## config.mk

```make
export PLATFORM = sky130hd
export DESIGN_NAME = text_console_writer
export DESIGN_NICKNAME = d
export VERILOG_FILES = /design/src/rtl/text_console_writer.sv
export SDC_FILE = /design/constraint.sdc
export NUM_CORES = 1
export LEC_CHECK = 0
export BUFFER_PORTS_ARGS = -buffer_cell sky130_fd_sc_hd__buf_2
export CORE_AREA = 2 2 52 102
export DETAILED_ROUTE_END_ITERATION = 7
export DIE_AREA = 0 0 54 104
export PLACE_DENSITY = 0.83
export SYNTH_ARGS = -nofsm -noshare
export SYNTH_HDL_FRONTEND = slang
export SYNTH_SLANG_ARGS = --single-unit
```

## constraint.sdc

```tcl
create_clock -name clk -period 2.66 [get_ports clk]
set_clock_uncertainty 0.05 [all_clocks]
set_input_delay 0.798 -clock clk [delete_from_list [all_inputs] [get_ports clk]]
set_output_delay 0.798 -clock clk [all_outputs]
set_load 0.1 [all_outputs]
```

## src/rtl/text_console_writer.sv

```systemverilog
// text_console_writer: turns an ASCII byte stream into character writes for the 80x30 tile RAM
// Ports: clk, reset (synchronous, active-high)
//        char_valid/char_data/char_ready - byte input handshake, ready only while idle
//        ram_we/ram_addr/ram_din         - tile RAM write port, address {row[4:0], col[6:0]}
//        cur_x/cur_y                     - cursor position published to the screen generator
//        busy                            - high while a row or full-screen clear is running
module text_console_writer #(
    parameter int CLEAR_ON_RESET = 1,
    parameter int MAX_X = 80,
    parameter int MAX_Y = 30
) (
    input  logic       clk,
    input  logic       reset,
    input  logic       char_valid,
    input  logic [7:0] char_data,
    output logic       char_ready,
    output logic       ram_we,
    output logic [11:0] ram_addr,
    output logic [6:0] ram_din,
    output logic [6:0] cur_x,
    output logic [4:0] cur_y,
    output logic       busy
);
    typedef enum logic [1:0] {CLR_ALL, IDLE, CLR_ROW} state_t;
    localparam logic [6:0] LAST_X = 7'(MAX_X - 1);
    localparam logic [4:0] LAST_Y = 5'(MAX_Y - 1);
    localparam logic [6:0] SPACE = 7'h20;
    state_t state, state_nxt;
    logic [6:0] clr_x;
    logic [4:0] clr_y;
    logic [4:0] next_y;
    logic printable, is_lf, is_cr, is_bs, is_ff, newline, clr_last;
    always_comb begin
        printable = char_data >= 8'h20 && char_data <= 8'h7E;
        is_lf = char_data == 8'h0A;
        is_cr = char_data == 8'h0D;
        is_bs = char_data == 8'h08;
        is_ff = char_data == 8'h0C;
        // a printable in the last column wraps exactly like LF
        newline = (printable && cur_x == LAST_X) || is_lf;
        next_y = cur_y == LAST_Y ? 5'd0 : cur_y + 5'd1;
        // a row clear ends on its last column; a full clear also needs the last row
        clr_last = clr_x == LAST_X && (state == CLR_ROW || clr_y == LAST_Y);
    end
    always_ff @(posedge clk) begin
        if (reset)
            state <= CLEAR_ON_RESET != 0 ? CLR_ALL : IDLE;
        else
            state <= state_nxt;
    end
    always_comb begin
        state_nxt = state != IDLE ? (clr_last ? IDLE : state)
                  : !char_valid ? IDLE
                  : newline ? CLR_ROW
                  : is_ff ? CLR_ALL : IDLE;
    end
    always_comb begin
        char_ready = state == IDLE;
        busy = state != IDLE;
    end
    always_ff @(posedge clk) begin
        if (reset) begin
            cur_x <= 7'd0;
            cur_y <= 5'd0;
            ram_we <= 1'b0;
            ram_addr <= 12'd0;
            ram_din <= 7'd0;
            clr_x <= 7'd0;
            clr_y <= 5'd0;
        end else if (state != IDLE) begin
            // clear counters return to zero as each clear finishes, ready for the next one
            ram_we <= 1'b1;
            ram_addr <= {state == CLR_ROW ? cur_y : clr_y, clr_x};
            ram_din <= SPACE;
            clr_x <= clr_x == LAST_X ? 7'd0 : clr_x + 7'd1;
            clr_y <= (state == CLR_ROW || clr_x != LAST_X) ? clr_y
                   : clr_y == LAST_Y ? 5'd0 : clr_y + 5'd1;
        end else begin
            ram_we <= char_valid && (printable || (is_bs && cur_x != 7'd0));
            ram_addr <= {cur_y, printable ? cur_x : cur_x - 7'd1};
            ram_din <= printable ? char_data[6:0] : SPACE;
            if (char_valid) begin
                cur_x <= (newline || is_cr || is_ff) ? 7'd0
                       : printable ? cur_x + 7'd1
                       : (is_bs && cur_x != 7'd0) ? cur_x - 7'd1 : cur_x;
                cur_y <= is_ff ? 5'd0 : newline ? next_y : cur_y;
            end
        end
    end
endmodule
```

Yosys cells after proc, flatten, opt, wreduce, memory -nomap -nowiden
Cells that the tools add are included.
{"block": "totals", "ff_bits": 46, "input_bits": 11, "out_inout_bits": 34, "elab_cells": 69}
{"block": "classes", "add_sub_neg": 5, "magnitude_cmp": 2, "n_eq_ne": 13, "muxes": 19, "n_bitwise": 3, "reduce_logical": 18}
{"operator": "7-bit two-way mux", "count": 5}
{"operator": "8-bit by 4-bit equality test with 1-bit output, second input constant", "count": 4}
{"operator": "5-bit two-way mux", "count": 5}
{"operator": "7-bit by 1-bit adder with 7-bit output, second input constant", "count": 2}
{"operator": "7-bit equality test, second input constant", "count": 2}
{"operator": "12-bit two-way mux", "count": 1}
{"operator": "6-bit two-way mux", "count": 2}
{"operator": "5-bit by 1-bit adder with 5-bit output, second input constant", "count": 2}
{"operator": "5-bit equality test, second input constant", "count": 2}
{"operator": "8-bit by 6-bit >= comparator with 1-bit output, second input constant", "count": 1}
{"operator": "8-bit by 7-bit less-or-equal comparator with 1-bit output, second input constant", "count": 1}
{"operator": "2-bit two-way mux", "count": 4}
{"operator": "7-bit != test, second input constant", "count": 1}
{"operator": "7-bit nonzero test", "count": 1}
{"operator": "7-bit by 1-bit subtractor with 7-bit output, second input constant", "count": 1}
{"operator": "1-bit logical OR", "count": 6}
{"operator": "3-bit AND reduction", "count": 2}
{"operator": "1-bit logical AND", "count": 5}
{"operator": "2-bit by 1-bit != test with 1-bit output, second input constant", "count": 2}
{"operator": "1-bit inverter", "count": 3}
{"operator": "3-bit nonzero test", "count": 1}
{"operator": "3-bit OR reduction", "count": 1}
{"operator": "2-bit by 1-bit equality test with 1-bit output, second input constant", "count": 1}
{"operator": "2-bit equality test, second input constant", "count": 1}
{"operator": "other kinds (3)", "count": 4}

Longest topological paths before layout
{"block": "depth", "depth_word": 8, "mapped_depth": 7, "ltp_nobuf": 7}

Worst setup path before layout
No wires, ideal clock.
{"block": "synth_path", "kind": "flip-flop to output port", "start": "reg state[1]", "end": "out char_ready", "arrival_ps": 1972, "t_required_ps": 1812, "path_slack_ps": -160, "stages_incl_launch_ff": 5, "path_buffers": 2, "cell_sequence": "dfxtp_1 > nand2b_1 > buf_2 > inv_2 > clkbuf_1"}
{"block": "synth_via", "elab_chain_cells": 1}
{"element": "start, declared", "line_no": "28", "rtl": "state_t state, state_nxt;"}
{"element": "start signal, assigned", "line_no": "47", "rtl": "state <= CLEAR_ON_RESET != 0 ? CLR_ALL : IDLE;"}
{"element": "start signal, assigned", "line_no": "49", "rtl": "state <= state_nxt;"}
{"element": "2-bit by 1-bit equality test with 1-bit output", "line_no": "58", "rtl": "char_ready = state == IDLE;"}
{"element": "end, declared", "line_no": "16", "rtl": "output logic char_ready,"}
No other way between the ends.

Worst setup path in the final report
Ends and elaborated chain as after synthesis.

==> flow_summary.ini <==
[clocking]
cts_sinks = 46
clock_latency_ps = 310
hold_buffers = 0
htree_levels = 2
cts_setup_buffers = 0
path_clk_slew_ps = 90
cts_resized = 0
cts_tree = done
numCtsBuffers = 5
root_buffer = clkbuf_8
clockBufferDepth = 2

[floorplan]
rows = 36
ios = 45
initial_utilization = 0.483
die_y_um = 104
core_sq_mm = 0.00486
die_width_um = 54
die_area_sq_mm = 0.00562

[worst_setup_path]
slowest_delay_ps = 350
worstPathRequired_ps = 1810
startpoint_type = flip-flop
crit_path_cell_trace = nand2b_1 > inv_2 > buf_4 > buf_12
critPathMaxFanout = 24
worstSetupEndpointType = output pin
cp_slowest_cell = dfxtp_1
crit_arrival_ps = 1640
setup.worst_path.class = flip-flop to output pin

[global_route]
grt_max_degree = 25
grt_pass1_vias = 2151
grt.total_usage = 0.227
grt_pass1_wl_um = 9560
antenna_found_initial = 0
gr-total-overflow = 0

[power_and_ir_drop]
power_frac_seq = 0.560
p_sw_frac = 0.268
p_leak_nw = 1.13
p_comb_frac = 0.097
peakVddDrop_mv = 0.535
p_per_area_mw_per_mm2 = 452
finalPower_mw = 1.25
internal-power_uw = 918
power.switching_uw = 336
pwr-share-clk = 0.343

[yosys]
synth-seq-cells = 46
synth_cells = 267
synth.top_cell.area_share = 0.392
async_reset_ff_frac = 0
synth.net_count = 288
yosysTopAreaCell = dfxtp_1
synth_edf_count = 0
ys_types = 48
synth_area_sq_mm = 0.00235
synth_area_per_cell_sq_um = 8.81
synth.area.top_cells = dfxtp_1 (39%), ha_1 (5.3%), nor2_1 (4.2%)
synthFlopType = dfxtp_1
yosysWarnings = 0
seq_area_frac_synth = 0.392

[cells_and_area]
most-common-layout-cells = dfxtp_1 (44), buf_2 (43), nor2_1 (26)
mostFrequentLayoutCell = dfxtp_1
antenna_cells = 0
n_fill_cell = 453
final_util = 0.570
drive_above_1_share = 0.255
layout.nets = 338
area_growth_pct = 18.0

[drt]
drtAntennaViolNets = 0
first_pass_iters = 4
vias_per_cell = 5.79
wire_per_inst_um = 15.2
via_count = 2170
routed_wl_um = 5710
drc = 0
drtIter0Drc = 41

[sta]
rsz0062_at_grt = no
fin_setup_tns_ps = 0
finalCritPeriodShare = 0.934
period_needed_ps = 2490
max_slew.worst_pin.slew_ps = 604
hold_viol = 0
setup_viol = 0
drv_slew = 0
fmax_mhz = 402
slew_headroom = 0.594

[placement]
io_buffers = 44
hpwl_um = 4370
place_congestion = 0.876

[outcome]
status = finished clean

[worst_hold_path]
hold_class = flip-flop to flip-flop

[run]
drv_cap = 0
synth_stat cells, drive strengths merged, types with 3 or more instances:
cell,count
mux2i,6
a211oi,6
nand2,23
o211ai,5
nor3,8
o21ai,12
or3,6
and4,8
nand2b,4
mux2,4
nand4,12
buf,3
a21oi,14
inv,13
xnor2,6
ha,10
nor2,26
a311oi,3
nand3,7
and3,3
nor4,3
xor2,9
clkbuf,6
or2,4
dfxtp,46
final timing paths:
| path | cells past startpoint | slack [ps] | startpoint | end |
|---|---|---|---|---|
| hold reg to reg | 2 | 460 | clr_x[0] | ram_addr[0] |
| setup reg to reg | 6 | 450 | state[1] | cur_x[6] |
| setup / recovery | 4 | 170 | state[1] | char_ready |
| hold / removal | 2 | 460 | clr_x[0] | ram_addr[0] |
cell families (layout without fill, tap and decap cells):
family,Yosys count,in the layout,share of synthesized area
AOI/OAI and AO/OA,51,51,0.154
muxes,10,10,0.0447
xor gates and xnor gates,15,15,0.0559
adders and majority gates,10,10,0.0532
DFF,46,46,0.392
and+or+nand+nor,113,113,0.265
buffers and inverters,22,73,0.0362
metrics by stage:
stage / setup slack [ps] / area (sq um) / cells / hold slack [ps]
global route: 74.3 / 2770 / 375 / 477
global placement: 102 / 2680 / 367 / 421
CTS: 178 / 2770 / 375 / 456
floorplan: 28.2 / 2350 / 267 / 409
detailed placement: 38.8 / 2680 / 367 / 439
finish: 175 / 2770 / 375 / 458
flip-flops by register name, indices dropped and copies added (netlist names):
signal,cells
cur_x,7
ram_we,1
clr_x,7
state,2
cur_y,5
clr_y,5
ram_din,7
ram_addr,12
power groups by stage:
stage | Clock [mW] | Combinational, mW | Sequential, mW
3_5_place_dp | 0 | 0.121 | 0.718
2_1_floorplan | 0 | 0.0551 | 0.747
6_report | 0.429 | 0.122 | 0.702
3_3_place_gp | 0 | 0.118 | 0.718
5_1_grt | 0.467 | 0.132 | 0.703
4_1_cts | 0.442 | 0.122 | 0.702
per-layer routing:
metal  routed length, um  up-vias  track usage
li1                    -     1070            -
met1                2130     1022        0.234
met2                3090       56        0.382
met3                 210       22       0.0532
met4                 282        0        0.146
met5                   0        -            0
worst max-delay path: cells and delay by family (launching register included):
kind / cells / cell delay [ps]
buf+inv: 3 / 620
flops: 1 / 350
simple gates: 1 / 350
cell type report:
cell class                 instances  area (sq um)  share of cell area
multi-input combinational        199          1350               0.485
sequential                        46           923               0.333
timing repair buffer              52           295               0.106
tap                               57          71.3              0.0257
clock buffer                       5          68.8              0.0248
inverter                          13          48.8              0.0176
clock inverter                     3          21.3             0.00767
(Power assumes the default switching activity.)
